==> config.mk <==
export PLATFORM = sky130hd
export DESIGN_NAME = ad7980_array
export DESIGN_NICKNAME = d
export VERILOG_FILES = /design/src/rtl/ad7980_pkg.sv /design/src/rtl/ad7980_rx_lane.sv /design/src/rtl/ad7980_array.sv
export SDC_FILE = /design/constraint.sdc
export NUM_CORES = 1
export LEC_CHECK = 0
export CORE_AREA = 2 2 137 139
export CTS_CLUSTER_SIZE = 28
export DETAILED_ROUTE_END_ITERATION = 12
export DIE_AREA = 0 0 139 141
export GPL_ROUTABILITY_DRIVEN = 1
export GPL_TIMING_DRIVEN = 0
export PLACE_DENSITY = 0.61
export SLEW_MARGIN = 5
export SYNTH_ARGS = -nofsm -noshare
export SYNTH_HDL_FRONTEND = slang
export SYNTH_SLANG_ARGS = --single-unit
==> constraint.sdc <==
create_clock -name aclk -period 1.9 [get_ports aclk]
set_input_delay 0.475 -clock aclk [delete_from_list [all_inputs] [get_ports aclk]]
set_output_delay 0.475 -clock aclk [all_outputs]
set_load 0.03 [all_outputs]
==> src/rtl/ad7980_pkg.sv <==
// Shared constants, FSM state type and parameter check for ad7980_array.
// No ports; imported by the lane and top modules.
package ad7980_pkg;

  localparam int ADC_BITS = 16;

  typedef enum logic [1:0] {
    IDLE,
    CONVERT,
    ACQUIRE,
    WAIT
  } state_t;

  function automatic bit period_ok(
    input int per,
    input int cnv,
    input int div
  );
    return (div >= 1) &&
           (per >= cnv + 2 * ADC_BITS * div + 2);
  endfunction

endpackage

==> src/rtl/ad7980_rx_lane.sv <==
// One SDO lane: 16-bit MSB-first shift register with clear and MSB invert.
// Ports: i_clk, i_rst_n, i_clr, i_shift, i_sdo in; o_data[15:0] out.
module ad7980_rx_lane
  import ad7980_pkg::*;
#(
  parameter bit INV_MSB = 1'b0
) (
  input  logic                i_clk,
  input  logic                i_rst_n,
  input  logic                i_clr,
  input  logic                i_shift,
  input  logic                i_sdo,
  output logic [ADC_BITS-1:0] o_data
);

  logic [ADC_BITS-1:0] r_sh;

  always_ff @(posedge i_clk or negedge i_rst_n) begin
    if (!i_rst_n) begin
      r_sh <= '0;
    end else if (i_clr) begin
      r_sh <= '0;
    end else if (i_shift) begin
      r_sh <= {r_sh[ADC_BITS-2:0], i_sdo};
    end
  end

  assign o_data = {r_sh[ADC_BITS-1] ^ INV_MSB,
                   r_sh[ADC_BITS-2:0]};

endmodule

==> src/rtl/ad7980_array.sv <==
// NUM_CH AD7980 capture engine: shared CNV/SCLK, parallel SDO, AXIS out.
// Ports: aclk, aresetn, cfg_enable, sdo, m_axis_tready in; cnv, sclk, m_axis_tdata, m_axis_tvalid, overrun_count out. Macro AD7980_ARRAY_TWOS_COMP_EN selects two's complement lanes.
module ad7980_array
  import ad7980_pkg::*;
#(
  parameter int NUM_CH        = 4,
  parameter int CLK_DIV       = 2,
  parameter int CNV_CYCLES    = 71,
  parameter int SAMPLE_PERIOD = 1000
) (
  input  logic                         aclk,
  input  logic                         aresetn,
  input  logic                         cfg_enable,
  input  logic [NUM_CH-1:0]            sdo,
  output logic                         cnv,
  output logic                         sclk,
  output logic [ADC_BITS*NUM_CH-1:0]   m_axis_tdata,
  output logic                         m_axis_tvalid,
  input  logic                         m_axis_tready,
  output logic [15:0]                  overrun_count
);

  if (!period_ok(SAMPLE_PERIOD, CNV_CYCLES, CLK_DIV))
  begin : g_bad_cfg
    $error("ad7980_array: SAMPLE_PERIOD too short");
  end

`ifdef AD7980_ARRAY_TWOS_COMP_EN
  localparam bit LP_INV = 1'b1;
`else
  localparam bit LP_INV = 1'b0;
`endif

  localparam int PW = $clog2(SAMPLE_PERIOD);
  localparam int DW = (CLK_DIV > 1) ? $clog2(CLK_DIV) : 1;
  localparam logic [PW-1:0] LP_PER_LAST =
    PW'(SAMPLE_PERIOD - 1);
  localparam logic [PW-1:0] LP_CNV_LAST =
    PW'(CNV_CYCLES - 1);
  localparam logic [DW-1:0] LP_DIV_LAST =
    DW'(CLK_DIV - 1);
  localparam logic [4:0] LP_HALF_LAST = 5'd31;

  state_t                       r_state;
  state_t                       w_state_nxt;
  logic [PW-1:0]                r_per;
  logic [DW-1:0]                r_div;
  logic [4:0]                   r_half;
  logic                         r_sclk;
  logic                         r_cnv;
  logic                         r_tvalid;
  logic [ADC_BITS*NUM_CH-1:0]   r_tdata;
  logic [15:0]                  r_ovr;
  logic [ADC_BITS*NUM_CH-1:0]   w_frame;
  logic                         w_div_end;
  logic                         w_acq_done;
  logic                         w_shift;
  logic                         w_cnv_end;
  logic                         w_per_end;

  assign w_div_end  = (r_div == LP_DIV_LAST);
  assign w_per_end  = (r_per == LP_PER_LAST);
  assign w_cnv_end  = (r_state == CONVERT) &&
                      (r_per == LP_CNV_LAST);
  // r_half[0] is the sclk level; a low half ending means a rising edge.
  assign w_shift    = (r_state == ACQUIRE) &&
                      w_div_end && !r_half[0];
  assign w_acq_done = (r_state == ACQUIRE) &&
                      w_div_end &&
                      (r_half == LP_HALF_LAST);

  always_ff @(posedge aclk or negedge aresetn) begin
    if (!aresetn) begin
      r_state <= IDLE;
    end else begin
      r_state <= w_state_nxt;
    end
  end

  always_comb begin
    w_state_nxt = r_state;
    unique case (r_state)
      IDLE: begin
        if (cfg_enable) w_state_nxt = CONVERT;
      end
      CONVERT: begin
        if (w_cnv_end) w_state_nxt = ACQUIRE;
      end
      ACQUIRE: begin
        if (w_acq_done)
          w_state_nxt = cfg_enable ? WAIT : IDLE;
      end
      WAIT: begin
        if (w_per_end)
          w_state_nxt = cfg_enable ? CONVERT : IDLE;
      end
      default: w_state_nxt = IDLE;
    endcase
  end

  always_ff @(posedge aclk or negedge aresetn) begin
    if (!aresetn) begin
      r_per <= '0;
      r_cnv <= 1'b0;
    end else begin
      r_cnv <= (w_state_nxt == CONVERT);
      if (w_state_nxt == IDLE) begin
        r_per <= '0;
      end else if (w_state_nxt == CONVERT &&
                   r_state != CONVERT) begin
        r_per <= '0;
      end else begin
        r_per <= r_per + 1'b1;
      end
    end
  end

  always_ff @(posedge aclk or negedge aresetn) begin
    if (!aresetn) begin
      r_div  <= '0;
      r_half <= '0;
      r_sclk <= 1'b0;
    end else if (r_state == ACQUIRE) begin
      if (w_div_end) begin
        r_div  <= '0;
        r_half <= r_half + 1'b1;
        r_sclk <= ~r_sclk;
      end else begin
        r_div <= r_div + 1'b1;
      end
    end else begin
      r_div  <= '0;
      r_half <= '0;
      r_sclk <= 1'b0;
    end
  end

  for (genvar k = 0; k < NUM_CH; k++) begin : g_lane
    ad7980_rx_lane #(
      .INV_MSB (LP_INV)
    ) u_lane (
      .i_clk   (aclk),
      .i_rst_n (aresetn),
      .i_clr   (w_cnv_end),
      .i_shift (w_shift),
      .i_sdo   (sdo[k]),
      .o_data  (w_frame[k*ADC_BITS +: ADC_BITS])
    );
  end

  // A frame landing on a held, unaccepted beat is dropped and counted.
  always_ff @(posedge aclk or negedge aresetn) begin
    if (!aresetn) begin
      r_tvalid <= 1'b0;
      r_tdata  <= '0;
      r_ovr    <= '0;
    end else if (w_acq_done) begin
      if (!r_tvalid || m_axis_tready) begin
        r_tdata  <= w_frame;
        r_tvalid <= 1'b1;
      end else if (r_ovr != 16'hFFFF) begin
        r_ovr <= r_ovr + 1'b1;
      end
    end else if (r_tvalid && m_axis_tready) begin
      r_tvalid <= 1'b0;
    end
  end

  assign cnv           = r_cnv;
  assign sclk          = r_sclk;
  assign m_axis_tvalid = r_tvalid;
  assign m_axis_tdata  = r_tdata;
  assign overrun_count = r_ovr;

endmodule

==> qor.yml <==
outcome:
  outcome: "finished with violations"
  violations: "negative setup slack"
timing:
  max_freq_mhz: 497
  finalSetupTns_ns: -5.86
  setup_ws_ns: -0.114
  rsz0062_at_grt: "yes"
  setup_viol: 71
  period_needed_ns: 2.01
  maxSlewHeadroom_pct: 50.9
  final.period_utilization_pct: 106
  maxSlewViolCount: 0
  tightest_slew_ns: 0.737
  hold_viol: 0
  skew_ns: 0.0105
placed_design:
  io_buffer_count: 90
  gp_congestion: 0.786
  place_hpwl_mm: 8.69
synth:
  synth_common_cells: "165 x dfrtp_1, 88 x nor2_1, 68 x mux2i_1"
  ys_ff_latch: 165
  syn_area_per_cell_um2: 13.3
  synthArstFlopShare_pct: 100
  synth_enable_flop_cells: 0
  netlist_instances: 509
  yosysTopAreaCell: "dfrtp_1"
  ys_seq_area_share_pct: 60.8
  synthMostInstantiatedCell: "dfrtp_1"
  ys_warn_count: 0
  ys_top_cells_by_area: "dfrtp_1 61%, mux2_2 11%, mux2i_1 10%"
  synth_nets: 522
  yosys.area.top_type_share_pct: 60.8
  synth_cell_types: 36
  netlist_area_um2: 6790
  synth_flop_cell: "dfrtp_1"
global_routing:
  gr-total-overflow: 0
  top_usage_layer: "met2"
  gr-usage-met3_pct: 4.38
  grtUsageMet2_pct: 23.1
  grt_max_degree: 96
  grt_use_total_pct: 14.5
  grtUsageMet1_pct: 19.3
  antenna_found_initial: 0
  first_global_vias: 4504
  grt_pass1_wl_mm: 22.8
setup_path:
  cp.arrival_ns: 2.32
  cp_top_family: "simple AND/OR/NAND/NOR gates"
  critPathKind: "register to register"
  max_stage_delay_ns: 0.35
  crit_slowest_cell: "dfrtp_1"
  path_common_cell: "buf_12"
  crit_fanout: 10
  path_cells: "ha_2 -> and3_4 -> ha_4 -> nand4b_4 -> nor2b_4 -> buf_12 -> buf_12 -> mux2_2"
  worstSetupStartpointType: "register"
  end_kind: "register"
  worstPathRequired_ns: 2.20
  cp_num_buf_inv: 2
floorplan:
  core_um2: 18300
  rows: 50
  start_util_pct: 37.2
  die_area_um2: 19600
  die_h_um: 141
  ios: 91
  die_w_um: 139
clock_tree:
  cts.htree.levels: 4
  clk_pin_slew_ns: 0.06
  cts.sinks: 165
  clockBufferDepth: 2
  cts_buffers: 17
  cts_tree: "yes"
  ctsHoldBuffers: 0
  clk_latency_ns: 0.42
  cts_root_buf: "clkbuf_16"
route:
  routedWlPerCell_um: 15.9
  wirelength_mm: 14.2
  route.vias.total: 4342
  drc: 0
  drt_iter0_drc: 159
  drt_first_pass_iters: 4
  ant_nets: 0
  vias_per_cell: 4.87
pwr:
  p_leak_nw: 4.68
  power_density_nw_per_um2: 867
  irDropWorstVdd_mv: 0.659
final_layout:
  final_nets: 658
  drive_above_1_share_pct: 26.1
  multiInputGateArea_um2: 2720
  fin_util_pct: 50.3
  insertedDiodeCount: 0
  fill_cells: 1615
  area_delta_synth_final_pct: 35.4
  regArea_um2: 4130
job:
  cap_violations: 0
hold_path:
  hold_path_class: "primary input to asynchronous set/reset pin"
-- final timing paths --
path / start / endpoint / slack (ns) / cells past startpoint
max: r_half[1]$_DFFE_PN0N_ / m_axis_tdata[54]$_DFFE_PN0P_ / -0.11 / 8
min: aresetn / g_lane[0].u_lane.o_data[8]$_DFFE_PN0P_ / 0.04 / 1
max reg2reg: r_half[1]$_DFFE_PN0N_ / m_axis_tdata[54]$_DFFE_PN0P_ / -0.11 / 8
min reg2reg: m_axis_tdata[34]$_DFFE_PN0P_ / m_axis_tdata[34]$_DFFE_PN0P_ / 0.50 / 1
max in group asynchronous: aresetn / r_per[5]$_DFF_PN0_ / 1.06 / 2
min in group aclk: m_axis_tdata[34]$_DFFE_PN0P_ / m_axis_tdata[34]$_DFFE_PN0P_ / 0.50 / 1
-- worst register-to-register path, cell delays in order (launching register included) --
cell and delay [ns]:
dfrtp_1 0.35, ha_2 0.19, and3_4 0.20, ha_4 0.14
nand4b_4 0.17, nor2b_4 0.19, buf_12 0.17, buf_12 0.15
mux2_2 0.33
-- report_power, final --
part	internal, mW	total [mW]	switching [mW]
combinational	0.185	0.433	0.248
clock	2.45	3.81	1.36
sequential	3.61	3.73	0.125
-- area by class of cell --
| type | count | share of cell area [%] |
|---|---|---|
| buffer | 25 | 3.29 |
| clock buffer | 25 | 5.28 |
| clock inverter | 7 | 1.82 |
| inverter | 4 | 0.163 |
| multi-input combinational | 315 | 29.6 |
| sequential | 165 | 45.0 |
| tap | 234 | 3.19 |
| timing repair buffer | 117 | 11.7 |
-- per-layer routing --
metal / share of wire, % / vias to the layer above
met5: 0 / -
met4: 0.86 / 0
met3: 4.5 / 13
met2: 48 / 94
met1: 47 / 2192
li1: - / 2043
-- stage by stage --
stage	cell area (um2)	cells	hold WS (ns)	worst slack [ns]	total power, mW
2_1_floorplan	6860	509	0.179	-0.0427	3.99
3_5_place_dp	8090	834	0.497	-0.395	4.16
3_3_place_gp	8050	833	0.486	-6.69	4.13
6_report	9190	892	0.0401	-0.114	7.97
4_1_cts	8890	883	0.0954	-0.174	8.01
5_1_grt	9190	892	0.118	-0.178	8.30
-- state kept, by name, indices dropped and copies added (netlist names) --
signal / count
cnv: 1
g_lane.u_lane.o_data: 64
m_axis_tdata: 64
m_axis_tvalid: 1
overrun_count: 16
r_div: 1
r_half: 5
r_per: 10
r_state: 2
sclk: 1
-- kinds of logic (layout without fill, tap and decap cells) --
family                     count (synthesis)  count (layout)  synth area share, %
DFF                                      165             165                 60.8
and+or+nand+nor                          136             136                 9.57
muxes                                    134             134                 21.0
buffers and inverters                     29             178                 2.73
xor gates and xnor gates                  25              25                 3.23
AOI/OAI and AO/OA                         15              15                 1.75
adders and majority gates                  5               5                0.922
-- repair_timing --
action / CTS / global route
resized for setup: 112 / 62
gates cloned: 2 / 3
endpoints found under the setup margin: 225 / 150
pin swaps: 4 / 6
buffers inserted: 15 / 8
-- cell usage in the layout, fill, tap and decap left out, types with 4 or more instances in the layout --
master | Yosys | layout
clkdlybuf4s50_1 | 0 | 6
nand2b_1 | 4 | 4
nor2_1 | 88 | 86
dlygate4sd2_1 | 0 | 83
xnor2_1 | 17 | 16
buf_6 | 7 | 10
nand2_1 | 9 | 8
bufinv_16 | 0 | 5
buf_12 | 0 | 5
clkbuf_1 | 3 | 5
buf_4 | 2 | 21
mux2_2 | 64 | 43
clkbuf_4 | 0 | 4
buf_8 | 0 | 6
clkbuf_16 | 0 | 18
inv_1 | 4 | 4
nand4_1 | 5 | 5
mux2i_1 | 68 | 66
o211ai_1 | 5 | 5
xor2_1 | 8 | 8
mux2_4 | 0 | 23
nand3_1 | 6 | 5
dfrtp_1 | 165 | 162
and3_1 | 8 | 7
(Power assumes the default switching activity.)
